==> src/rtl/traffic_conflict_monitor.sv <==
// traffic_conflict_monitor
//
// Independent safety monitor for a pair of traffic-light buses. It samples the
// north-south and east-west lights every clock and checks them for:
//   1 conflicting non-red aspects, 2 illegal encodings,
//   3/4 illegal colour changes, 5 short yellow, 6 stuck green.
// The first fault found is latched, and flash mode is requested until the fault
// is cleared.
//
// Ports:
//   clk          system clock, rising edge
//   rst          asynchronous active-low reset
//   NS_light     north-south light (00 red, 01 yellow, 10 green, 11 illegal)
//   EW_light     east-west light, same encoding
//   clear_fault  single-cycle request to leave FAULT
//   fault        high while in FAULT (registered)
//   fault_code   latched fault code, 0 when no fault is latched
//   flash_req    all-red flash request, equal to fault (registered)
//   fault_cnt    number of FAULT entries since reset, saturating at 255

module traffic_conflict_monitor #(
  parameter int unsigned YEL_MIN = 2,
  parameter int unsigned GRN_MAX = 64,
  parameter int unsigned CNT_W   = 7
) (
  input  logic       clk,
  input  logic       rst,
  input  logic [1:0] NS_light,
  input  logic [1:0] EW_light,
  input  logic       clear_fault,
  output logic       fault,
  output logic [2:0] fault_code,
  output logic       flash_req,
  output logic [7:0] fault_cnt
);

  localparam logic [1:0] Red = 2'b00;
  localparam logic [1:0] Yel = 2'b01;
  localparam logic [1:0] Grn = 2'b10;
  localparam logic [1:0] Bad = 2'b11;

  localparam logic [CNT_W-1:0] CntOne = CNT_W'(1);
  localparam logic [CNT_W-1:0] CntSat = CNT_W'(GRN_MAX + 1);
  localparam logic [CNT_W-1:0] YelMin = CNT_W'(YEL_MIN);
  localparam logic [CNT_W-1:0] GrnMax = CNT_W'(GRN_MAX);

  typedef enum logic [1:0] {StArm, StMonitor, StFault} state_e;

  state_e           state;
  logic [1:0]       prev_ns, prev_ew;
  logic [CNT_W-1:0] cnt_ns, cnt_ew;

  // Only hold, G->Y, Y->R and R->G are legal; transitions involving 11 are
  // left to the invalid-encoding check.
  function automatic logic seq_bad(input logic [1:0] prev, input logic [1:0] cur);
    return ((prev == Grn) && (cur == Red)) ||
           ((prev == Yel) && (cur == Grn)) ||
           ((prev == Red) && (cur == Yel));
  endfunction

  // Dwell counter: restart at 1 on a colour change, otherwise count up and
  // saturate one past the green limit.
  function automatic logic [CNT_W-1:0] dwell_next(input logic load,
                                                  input logic [CNT_W-1:0] cnt);
    if (load) begin
      return CntOne;
    end else if (cnt >= CntSat) begin
      return CntSat;
    end else begin
      return cnt + CntOne;
    end
  endfunction

  logic ns_on, ew_on;
  logic hit_conflict, hit_invalid, hit_seq_ns, hit_seq_ew, hit_yel_short, hit_grn_stuck;
  logic [2:0] arm_code, mon_code;
  logic       arm_phase;

  always_comb begin
    ns_on        = (NS_light == Yel) || (NS_light == Grn);
    ew_on        = (EW_light == Yel) || (EW_light == Grn);
    hit_conflict = ns_on && ew_on;
    hit_invalid  = (NS_light == Bad) || (EW_light == Bad);
    hit_seq_ns   = seq_bad(prev_ns, NS_light);
    hit_seq_ew   = seq_bad(prev_ew, EW_light);
    // The registered count is the dwell of the previous colour up to the
    // previous sample, i.e. the length of the yellow that is ending now.
    hit_yel_short = ((prev_ns == Yel) && (NS_light == Red) && (cnt_ns < YelMin)) ||
                    ((prev_ew == Yel) && (EW_light == Red) && (cnt_ew < YelMin));
    hit_grn_stuck = ((prev_ns == Grn) && (NS_light == Grn) && (cnt_ns >= GrnMax)) ||
                    ((prev_ew == Grn) && (EW_light == Grn) && (cnt_ew >= GrnMax));

    arm_code = 3'd0;
    if (hit_conflict) begin
      arm_code = 3'd1;
    end else if (hit_invalid) begin
      arm_code = 3'd2;
    end

    mon_code = arm_code;
    if (arm_code == 3'd0) begin
      if (hit_seq_ns) begin
        mon_code = 3'd3;
      end else if (hit_seq_ew) begin
        mon_code = 3'd4;
      end else if (hit_yel_short) begin
        mon_code = 3'd5;
      end else if (hit_grn_stuck) begin
        mon_code = 3'd6;
      end
    end

    arm_phase = (state == StArm);
  end

  always_ff @(posedge clk or negedge rst) begin
    if (!rst) begin
      state      <= StArm;
      prev_ns    <= Red;
      prev_ew    <= Red;
      cnt_ns     <= '0;
      cnt_ew     <= '0;
      fault      <= 1'b0;
      flash_req  <= 1'b0;
      fault_code <= 3'd0;
      fault_cnt  <= 8'd0;
    end else begin
      prev_ns <= NS_light;
      prev_ew <= EW_light;
      // prev_* are stale during ARM, so every counter restarts there.
      cnt_ns  <= dwell_next(arm_phase || (NS_light != prev_ns), cnt_ns);
      cnt_ew  <= dwell_next(arm_phase || (EW_light != prev_ew), cnt_ew);

      unique case (state)
        StArm, StMonitor: begin
          logic [2:0] code;
          code = arm_phase ? arm_code : mon_code;
          if (code != 3'd0) begin
            state      <= StFault;
            fault      <= 1'b1;
            flash_req  <= 1'b1;
            fault_code <= code;
            if (fault_cnt != 8'hFF) begin
              fault_cnt <= fault_cnt + 8'd1;
            end
          end else begin
            state <= StMonitor;
          end
        end
        StFault: begin
          // Leaving FAULT requires the dangerous conditions to be gone now.
          if (clear_fault && (arm_code == 3'd0)) begin
            state      <= StArm;
            fault      <= 1'b0;
            flash_req  <= 1'b0;
            fault_code <= 3'd0;
          end
        end
        default: begin
          state <= StArm;
        end
      endcase
    end
  end

endmodule

==> config.mk <==
export PLATFORM = sky130hd
export DESIGN_NAME = traffic_conflict_monitor
export DESIGN_NICKNAME = d
export VERILOG_FILES = /design/src/rtl/traffic_conflict_monitor.sv
export SDC_FILE = /design/constraint.sdc
export NUM_CORES = 1
export LEC_CHECK = 0
export CAP_MARGIN = 20
export CORE_ASPECT_RATIO = 1.25
export CORE_MARGIN = 5
export CORE_UTILIZATION = 25
export DETAILED_ROUTE_END_ITERATION = 8
export SYNTH_ARGS = -nofsm -noshare
export SYNTH_HDL_FRONTEND = slang
export SYNTH_SLANG_ARGS = --single-unit
==> constraint.sdc <==
create_clock -name clk -period 3.9 [get_ports clk]
set_clock_uncertainty 0.1 [all_clocks]
set_input_delay 0.585 -clock clk [delete_from_list [all_inputs] [get_ports clk]]
set_output_delay 0.585 -clock clk [all_outputs]
set_load 0.02 [all_outputs]
# Word-level counts from Yosys, hierarchy flattened

Cells that the tools add are included.

Add/sub/neg operators: 3
Magnitude comparators: 6
Eq/ne operators: 17
Muxes and demuxes: 21
Reductions and logical operators: 38

Operators with widths:

| kind                                                       | number |
|---|---|
| >= comparator 7 bit, second input constant                 | 4 |
| 2-to-1 mux 7 bit                                           | 4 |
| 2-to-1 mux 3 bit                                           | 9 |
| logical AND 1 bit                                          | 16 |
| adder 7 x 1 -> 7 bit, second input constant                | 2 |
| == test 2 bit, second input constant                       | 7 |
| less-than comparator 7 x 2 -> 1 bit, second input constant | 2 |
| logical OR 1 bit                                           | 11 |
| == test 2 x 1 -> 1 bit, second input constant              | 5 |
| logical NOT 2 bit                                          | 5 |
| adder 8 x 1 -> 8 bit, second input constant                | 1 |
| != test 8 bit, second input constant                       | 1 |
| 2-to-1 mux 2 bit                                           | 3 |
| one-hot mux 3 bit (2 select lines)                         | 1 |
| AND reduction 3 bit                                        | 2 |
| != test 2 bit                                              | 2 |
| != test 2 bit, second input constant                       | 2 |
| one-hot mux 2 bit (2 select lines)                         | 1 |
| logical NOT 3 bit                                          | 1 |
| nonzero test 3 bit                                         | 1 |
| 2-to-1 mux 1 bit                                           | 2 |
| one-hot mux 1 bit (2 select lines)                         | 1 |
| nonzero test 2 bit                                         | 1 |
| OR reduction 2 bit                                         | 1 |

Register bits: 32
Output and inout port bits: 13

# Longest topological paths before layout

Gate-level depths: netlist of the first run.

Depth after elaboration: 13
Mapped depth: 10
Depth with buffers taken out: 9

# Worst setup path before layout of the first run

Ideal clock, no wire load.

Kind: input to register
Start: in NS_light[0]
End: reg fault_cnt[1]
Library setup time: 0.125 ns
Arrival time: 2.406 ns
Required time: 3.675 ns
Path slack: 1.269 ns
Stages on the path: 9
Buffers on the path: 0
Path through: inv_1 -> ha_1 -> or4bb_1 -> nor3_2 -> a21oi_2 -> and3_1 -> nor4_2 -> or3_4 -> mux2_4

Word-level cells in the longest chain between the ends: 12
Elaborated cells on any way between the ends: 29

Ends and longest elaborated chain:

| item                                                        | RTL line | text |
|---|---|---|
| start, declared                                             | 28       | `input logic [1:0] NS_light,` |
| == test 2 bit, or another cell as far along                 | 83       | `hit_invalid = (NS_light == Bad) \|\| (EW_light == Bad);` |
| logical OR 1 bit, or another cell as far along              | 83       |  |
| 2-to-1 mux 2 bit, or another cell as far along              | 96       | `end else if (hit_invalid) begin` |
| 2-to-1 mux 3 bit / logical OR 1 bit (equally long branches) | 94, 90   |  |
| 2-to-1 mux 3 bit                                            | 108      | `end else if (hit_grn_stuck) begin` |
| 2-to-1 mux 3 bit                                            | 106      | `end else if (hit_yel_short) begin` |
| 2-to-1 mux 3 bit                                            | 104      | `end else if (hit_seq_ew) begin` |
| 2-to-1 mux 3 bit                                            | 102      | `if (hit_seq_ns) begin` |
| 2-to-1 mux 3 bit                                            | 101      | `if (arm_code == 3'd0) begin` |
| 2-to-1 mux 3 bit (*)                                        | 137      | `code = arm_phase ? arm_code : mon_code;` |
| nonzero test 3 bit (*)                                      | 138      | `if (code != 3'd0) begin` |
| AND reduction 3 bit (no line) (*)                           | -        |  |
| end signal, assigned                                        | 144      | `fault_cnt <= fault_cnt + 8'd1;` |
| end, declared                                               | 34       | `output logic [7:0] fault_cnt` |

Every way passes the cells marked *; elsewhere a longest branch is shown, timed or not.
A chain may end at the register's enable or synchronous reset.

# Worst setup path after layout of the first run

Start: in EW_light[0]
End: reg fault_cnt[1]

Word-level cells in the longest chain between the ends: 12
Elaborated cells on any way between the ends: 29

Ends and longest elaborated chain:

| item                                                        | RTL line | text |
|---|---|---|
| start, declared                                             | 29       | `input logic [1:0] EW_light,` |
| == test 2 bit, or another cell as far along                 | 83       |  |
| logical OR 1 bit, or another cell as far along              | 83       |  |
| 2-to-1 mux 2 bit, or another cell as far along              | 96       |  |
| 2-to-1 mux 3 bit / logical OR 1 bit (equally long branches) | 94, 90   |  |
| 2-to-1 mux 3 bit                                            | 108      |  |
| 2-to-1 mux 3 bit                                            | 106      |  |
| 2-to-1 mux 3 bit                                            | 104      |  |
| 2-to-1 mux 3 bit                                            | 102      |  |
| 2-to-1 mux 3 bit                                            | 101      |  |
| 2-to-1 mux 3 bit (*)                                        | 137      |  |
| nonzero test 3 bit (*)                                      | 138      |  |
| AND reduction 3 bit (no line) (*)                           | -        |  |

Marks and branches as above.

==> results of run 1 <==
[final timing paths]
path	startpoint	endpoint	slack, ps	depth (start not counted)
max	EW_light[0]	fault_cnt[1]	810	10
min	fault_cnt[7]	fault_cnt[7]	390	1
max reg2reg	cnt_ew[3]	fault_cnt[1]	1440	7
min reg2reg	fault_cnt[7]	fault_cnt[7]	390	1
max in group asynchronous	rst	cnt_ns[2]	2800	2
min in group asynchronous	rst	cnt_ew[2]	610	2
[routing by layer]
layer | track usage [%] | vias up | part of all wire (%) | routed length, um
met5 | 0 | - | 0 | 0
met3 | 2.61 | 6 | 3.8 | 129
met1 | 8.97 | 635 | 45 | 1500
met4 | 3.05 | 0 | 1.7 | 57
li1 | - | 645 | - | -
met2 | 14.2 | 18 | 50 | 1690
[per-stage QoR]
step	instances	worst slack, ps	hold slack (ps)
CTS	285	833	398
global placement	277	610	381
floorplan	169	1270	189
detailed placement	277	525	382
finish	285	814	394
global route	285	683	420
[area by class of cell]
type | count | area share, %
tap | 90 | 5.17
inverter | 9 | 1.55
timing repair buffer | 21 | 9.42
clock buffer | 6 | 3.33
clock inverter | 2 | 1.61
sequential | 32 | 36.8
multi-input combinational | 125 | 42.2
[registers in the layout (all words and copies together), names as in the netlist]
register	flops
fault_cnt	8
cnt_ew	7
cnt_ns	7
fault_code	3
prev_ew	2
prev_ns	2
state	2
flash_req	1
[cells in the mapped netlist, types with 4 or more instances]
master	n	area, um^2
nand3_1	11	55.1
nor3_1	7	35.0
inv_1	9	33.8
xnor2_1	6	52.6
dfrtp_1	32	801
ha_1	13	163
xor2_1	13	114
o21ai_0	4	20.0
nor2_1	19	71.3
and3_1	4	25.0
nand2_1	7	26.3
[critical path, stage by stage]
cell and delay [ps]:
clkdlybuf4s50_1 560, inv_1 90, ha_1 210, and4b_1 180, a41oi_1 380, nor3_1 120
and3_1 220, nor4_2 320, or3_4 210, mux2_4 290
[logic make-up (layout without fill, tap and decap cells)]
kind of cell	after synthesis	after routing	share of synthesized area, %
DFF	32	32	45.1
adders and majority gates	13	13	9.16
muxes	3	3	2.04
buffers and inverters	12	38	3.17
and+or+nand+nor	70	70	22.8
xor gates and xnor gates	19	19	9.37
AOI/OAI and AO/OA	20	20	8.32
[power breakdown]
group / total, mW / internal, mW / switching, mW
registers: 0.499 / 0.406 / 0.0925
logic: 0.437 / 0.218 / 0.219
clock network: 0.315 / 0.190 / 0.126
==> results.md, run 1 <==
* Drt first pass iters at 4
* Async S/R FF share, synth at 100%
* Area taken by multi-input logic gates at 918 um^2
* DR vias at 1,304
* Most frequent cells in the layout: dfrtp_1, nor2_1, clkdlybuf4s50_1, xor2_1, ha_1
* Vias per cell at 4.58
* First DRT Iteration DRCs at 52
* ANT nets after route at 0
* Final setup TNS at 0 ps
* PD cells at 574 nW/um^2
* # H-tree levels at 2
* Flops & latches, synth at 32
* Largest net degree at the start of global routing at 33
* # diodes at 0
* WS Path Type: in2reg
* Yosys warns at 0
* Syn Inst Count at 169
* Actual slew at the worst max-slew pin at 557 ps
* Max Freq at 324 MHz
* Cts repair resizes at 0
* Final Hold Fails at 0
* Placed cell area at 2070 um^2
* # hold bufs at CTS at 0
* Leakage power at 0.944 nW
* Post-synth top flop: dfrtp_1
* Peak VDD IR at 0.000238 V
* Drc violations at 0
* Routability Congestion at 0.771
* First-pass GRT wire length at 5.90 mm
* Relative slew margins at 62.7%
* Core Area at 6930 um^2
* Vias in the first global route at 1,312
* Count of nets after finishing at 214
* Min-Delay Path Class: reg2reg
* DR WL/cell at 11.9 um
* Cell Rows at 34
* Post-CTS Setup Bufs at 0
* Sink Count at 32
* Unique masters post-synth at 45
* Syn_area_per_cell at 10.5 um^2
* Gr usage total at 8.11%
* Power, Total at 1.25 mW
* Layout area overhead at 22.7%
* Clock Path Buffers at 2
* Sequential share of the synthesized area at 45.1%
* Layout fillers at 726
* Share of layout cells above drive strength 1 at 9.74%
* Final setup fails at 0
* Outcome: completed
* CTS tree: done
* EDFF count, synth at 0
* Post-layout min period at 3090 ps
* CP Launch Type: primary input
* Die Area at 8900 um^2
* Syn nets at 189
* CP max FO at 5
* Initial Util at 25.6%
* Most common cell after layout, fill and taps aside: dfrtp_1
* I/O Buffers at 19
* I/O pin cnt at 20
* Worst endpoint required time at 3970 ps
* Synthesized area at 1780 um^2
* Crit path DAT at 3160 ps
* Fin. max-slew vios at 0
* Placed wire-length estimate at 2.54 mm
* Register area at 801 um^2
* Crit. End Element: register
* Final wirelength at 3.38 mm
* Fin area at 2180 um^2
* Core Util, Final at 31.4%
* RSZ-0062 raised after global routing: false
* Die width at 85.4 um
* Clock latency on the worst-skew pair at 280 ps
* Inserted Clock Buffers at 5
* GRT overflow at 0
* Initial antenna violation count at 0
* CTS clk-pin slew, worst paths at 70 ps
* Fin crit share at 79.1%
* Maximum capacitance violations at 0
* Die H at 104 um
* Clk root buf: clkbuf_8
No activity file was read; power rests on OpenSTA's default activity.
==> inputs of run 2 (changes only) <==
==> constraint.sdc (replaced) <==
create_clock -name clk -period 2.75 [get_ports clk]
set_clock_uncertainty 0.1 [all_clocks]
set_input_delay 0.4125 -clock clk [delete_from_list [all_inputs] [get_ports clk]]
set_output_delay 0.4125 -clock clk [all_outputs]
set_load 0.02 [all_outputs]
==> run 2 against run 1 <==
  * Combinational power increased by 64%
  * Final cell count grew 5.6%
  * Critical path depth did not move
  * Via count grew 3.9%
  * First-iteration DRC count decreased by 25%
  * Critical path type unchanged
  * Critical endpoint unchanged
  * Highest routed layer unchanged
==> results.md, run 2 (synthesis gave the netlist of run 1 again) <==
* Outcome: completed
* Clk root buf: clkbuf_8
* Leakage power at 1.03 nW (+9.2%)
* WS Path Type: in2reg
* Cts repair resizes at 0 (unchanged)
* Die H at 104 um (unchanged)
* Post-CTS Setup Bufs at 0 (unchanged)
* Worst-path cell chain: clkdlybuf4s50_1 -> inv_1 -> ha_1 -> and4b_1 -> a41oi_2 -> buf_4 -> a41oi_2 -> nor4_4 -> or3_4 -> mux2_4
* Net switching power at 638 uW (+46%)
* CP max FO at 3 (-2)
* Final setup fails at 0 (unchanged)
* Final wirelength at 3.49 mm (+3.3%)
* DR WL/cell at 11.6 um (-2.2%)
* Worst endpoint required time at 2820 ps (-1150 ps)
* I/O pin cnt at 20 (unchanged)
* RSZ-0062 raised after global routing: false
* Drt first pass iters at 4 (unchanged)
* I/O Buffers at 19 (unchanged)
* Worst path slowest cell: clkdlybuf4s50_1
* First-pass GRT wire length at 5.82 mm (-1.3%)
* CP Launch Type: primary input
* R2R depth at 7 (unchanged)
* # H-tree levels at 2 (unchanged)
* Placed cell area at 2180 um^2 (+5.4%)
* Clock Path Buffers at 2 (unchanged)
* Crit path DAT at 2650 ps (-510 ps)
* Post-layout min period at 2580 ps
* Most common cell after layout, fill and taps aside: dfrtp_1
* Die Area at 8900 um^2 (unchanged)
* Die width at 85.4 um (unchanged)
* Maximum capacitance violations at 0 (unchanged)
* Drc violations at 0 (unchanged)
* Crit. End Element: register
* Internal Power at 1.13 mW (+40%)
* Relative slew margins at 70.0% (+7.3 points)
* Layout area overhead at 31.1%
* Count of nets after finishing at 230 (+7.5%)
* Peak VDD IR at 0.000308 V (+29%)
* CP Buf/Inv Count at 3 (+1)
* Routability Congestion at 0.759 (-1.5%)
* Largest Register: fault_cnt
* Reg-to-Reg End: fault_cnt[1]
* PD cells at 762 nW/um^2 (+33%)
* DR vias at 1,355 (+3.9%)
* Actual slew at the worst max-slew pin at 448 ps (-109 ps)
* CTS clk-pin slew, worst paths at 60 ps (about the same)
* Top Registers: fault_cnt (8), cnt_ew (7), cnt_ns (7)
* Final setup TNS at 0 ps (unchanged)
* ANT nets after route at 0 (unchanged)
* CTS tree: done
* Worst Setup Slack, final at 169 ps (-645 ps)
* Fin. max-slew vios at 0 (unchanged)
* # hold bufs at CTS at 0 (unchanged)
* Worst R2R Start: cnt_ew[3]
* Sequential group share of total power at 38.4% (-1.5 points)
* Gr usage total at 8.03% (-0.085 points)
* CP top delay family: simple AND/OR/NAND/NOR gates
* Max FFs per register at 8 (unchanged)
* Flop-to-flop setup slack at 300 ps (-1140 ps)
* Most frequent cells in the layout: dfrtp_1, nor2_1, clkdlybuf4s50_1, buf_4
* Sw Share at 36.0% (+1.0 points)
* Max Freq at 387 MHz
* Critical Path Max Stage Delay at 480 ps (-80 ps)
* GRT overflow at 0 (unchanged)
* Inserted Clock Buffers at 5 (unchanged)
* Fin area at 2330 um^2 (+6.8%)
* Vias per cell at 4.50 (-1.6%)
* Final Hold Fails at 0 (unchanged)
* CP Launch Point: EW_light[0]
* Share of layout cells above drive strength 1 at 19.9% (+10 points)
* Fin crit share at 93.8%
* HP Start: NS_light[1]
* Largest net degree at the start of global routing at 33 (unchanged)
* Hold Crit Depth at 2 (+1)
* Min-Delay Path Class: in2reg
* # diodes at 0 (unchanged)
* Initial Util at 25.6% (unchanged)
* First DRT Iteration DRCs at 39 (-25%)
* Cell Rows at 34 (unchanged)
* Placed wire-length estimate at 2.58 mm (+1.3%)
* Clock network fraction of total power at 21.2% (-4.0 points)
* Combinational Power Share at 40.5% (+5.6 points)
* Pre-CTS setup slack at -180 ps (-705 ps)
* Core Area at 6930 um^2 (unchanged)
* Clock latency on the worst-skew pair at 280 ps (about the same)
* Vias in the first global route at 1,286 (-2.0%)
* Sink Count at 32 (unchanged)
* Most used cell, CP: a41oi_2
* Hold endpoint: prev_ns[1]
* Initial antenna violation count at 0 (unchanged)
-- run 2: per-layer routing --
metal  vias up  wire length (um)  track usage [%]
met2        23              1780             13.4
met1       650              1530             9.34
met4         0                46             3.39
met3         6               137             2.46
met5         -                 0                0
li1        676                 -                -
-- run 2: power by group through the flow --
stage	sequential, mW	clock, mW	combinational (mW)
floorplan	0.773	0	0.316
global placement	0.691	0	0.700
detailed placement	0.691	0	0.707
CTS	0.682	0.389	0.710
global route	0.700	0.408	0.787
finish	0.680	0.375	0.718
-- run 2: area by class of cell --
type,instances,area (um^2)
Fill cell,695,4610
Sequential cell,32,801
Timing Repair Buffer,37,334
Inverter,9,33.8
Tap cell,90,113
Clock buffer,6,82.6
Clock inverter,2,10.0
Multi-Input combinational cell,125,953
-- run 2: how the worst max path moves through the flow --
stage	end	cells past startpoint
floorplan	fault_cnt[1]	9
global placement	fault_cnt[1]	10
detailed placement	fault_cnt[1]	10
CTS	fault_cnt[1]	10
global route	fault_cnt[5]	11
finish	fault_cnt[1]	10
-- run 2: stage by stage --
stage                     hold WS, ps  cells  power (mW)  util [%]
after floorplan                  16.9    169        1.09         -
after global placement            380    292        1.39      31.5
after detailed placement          388    292        1.40      31.5
after CTS                         400    300        1.78      32.8
after global routing              339    301        1.89      33.6
final                             329    301        1.77      33.6
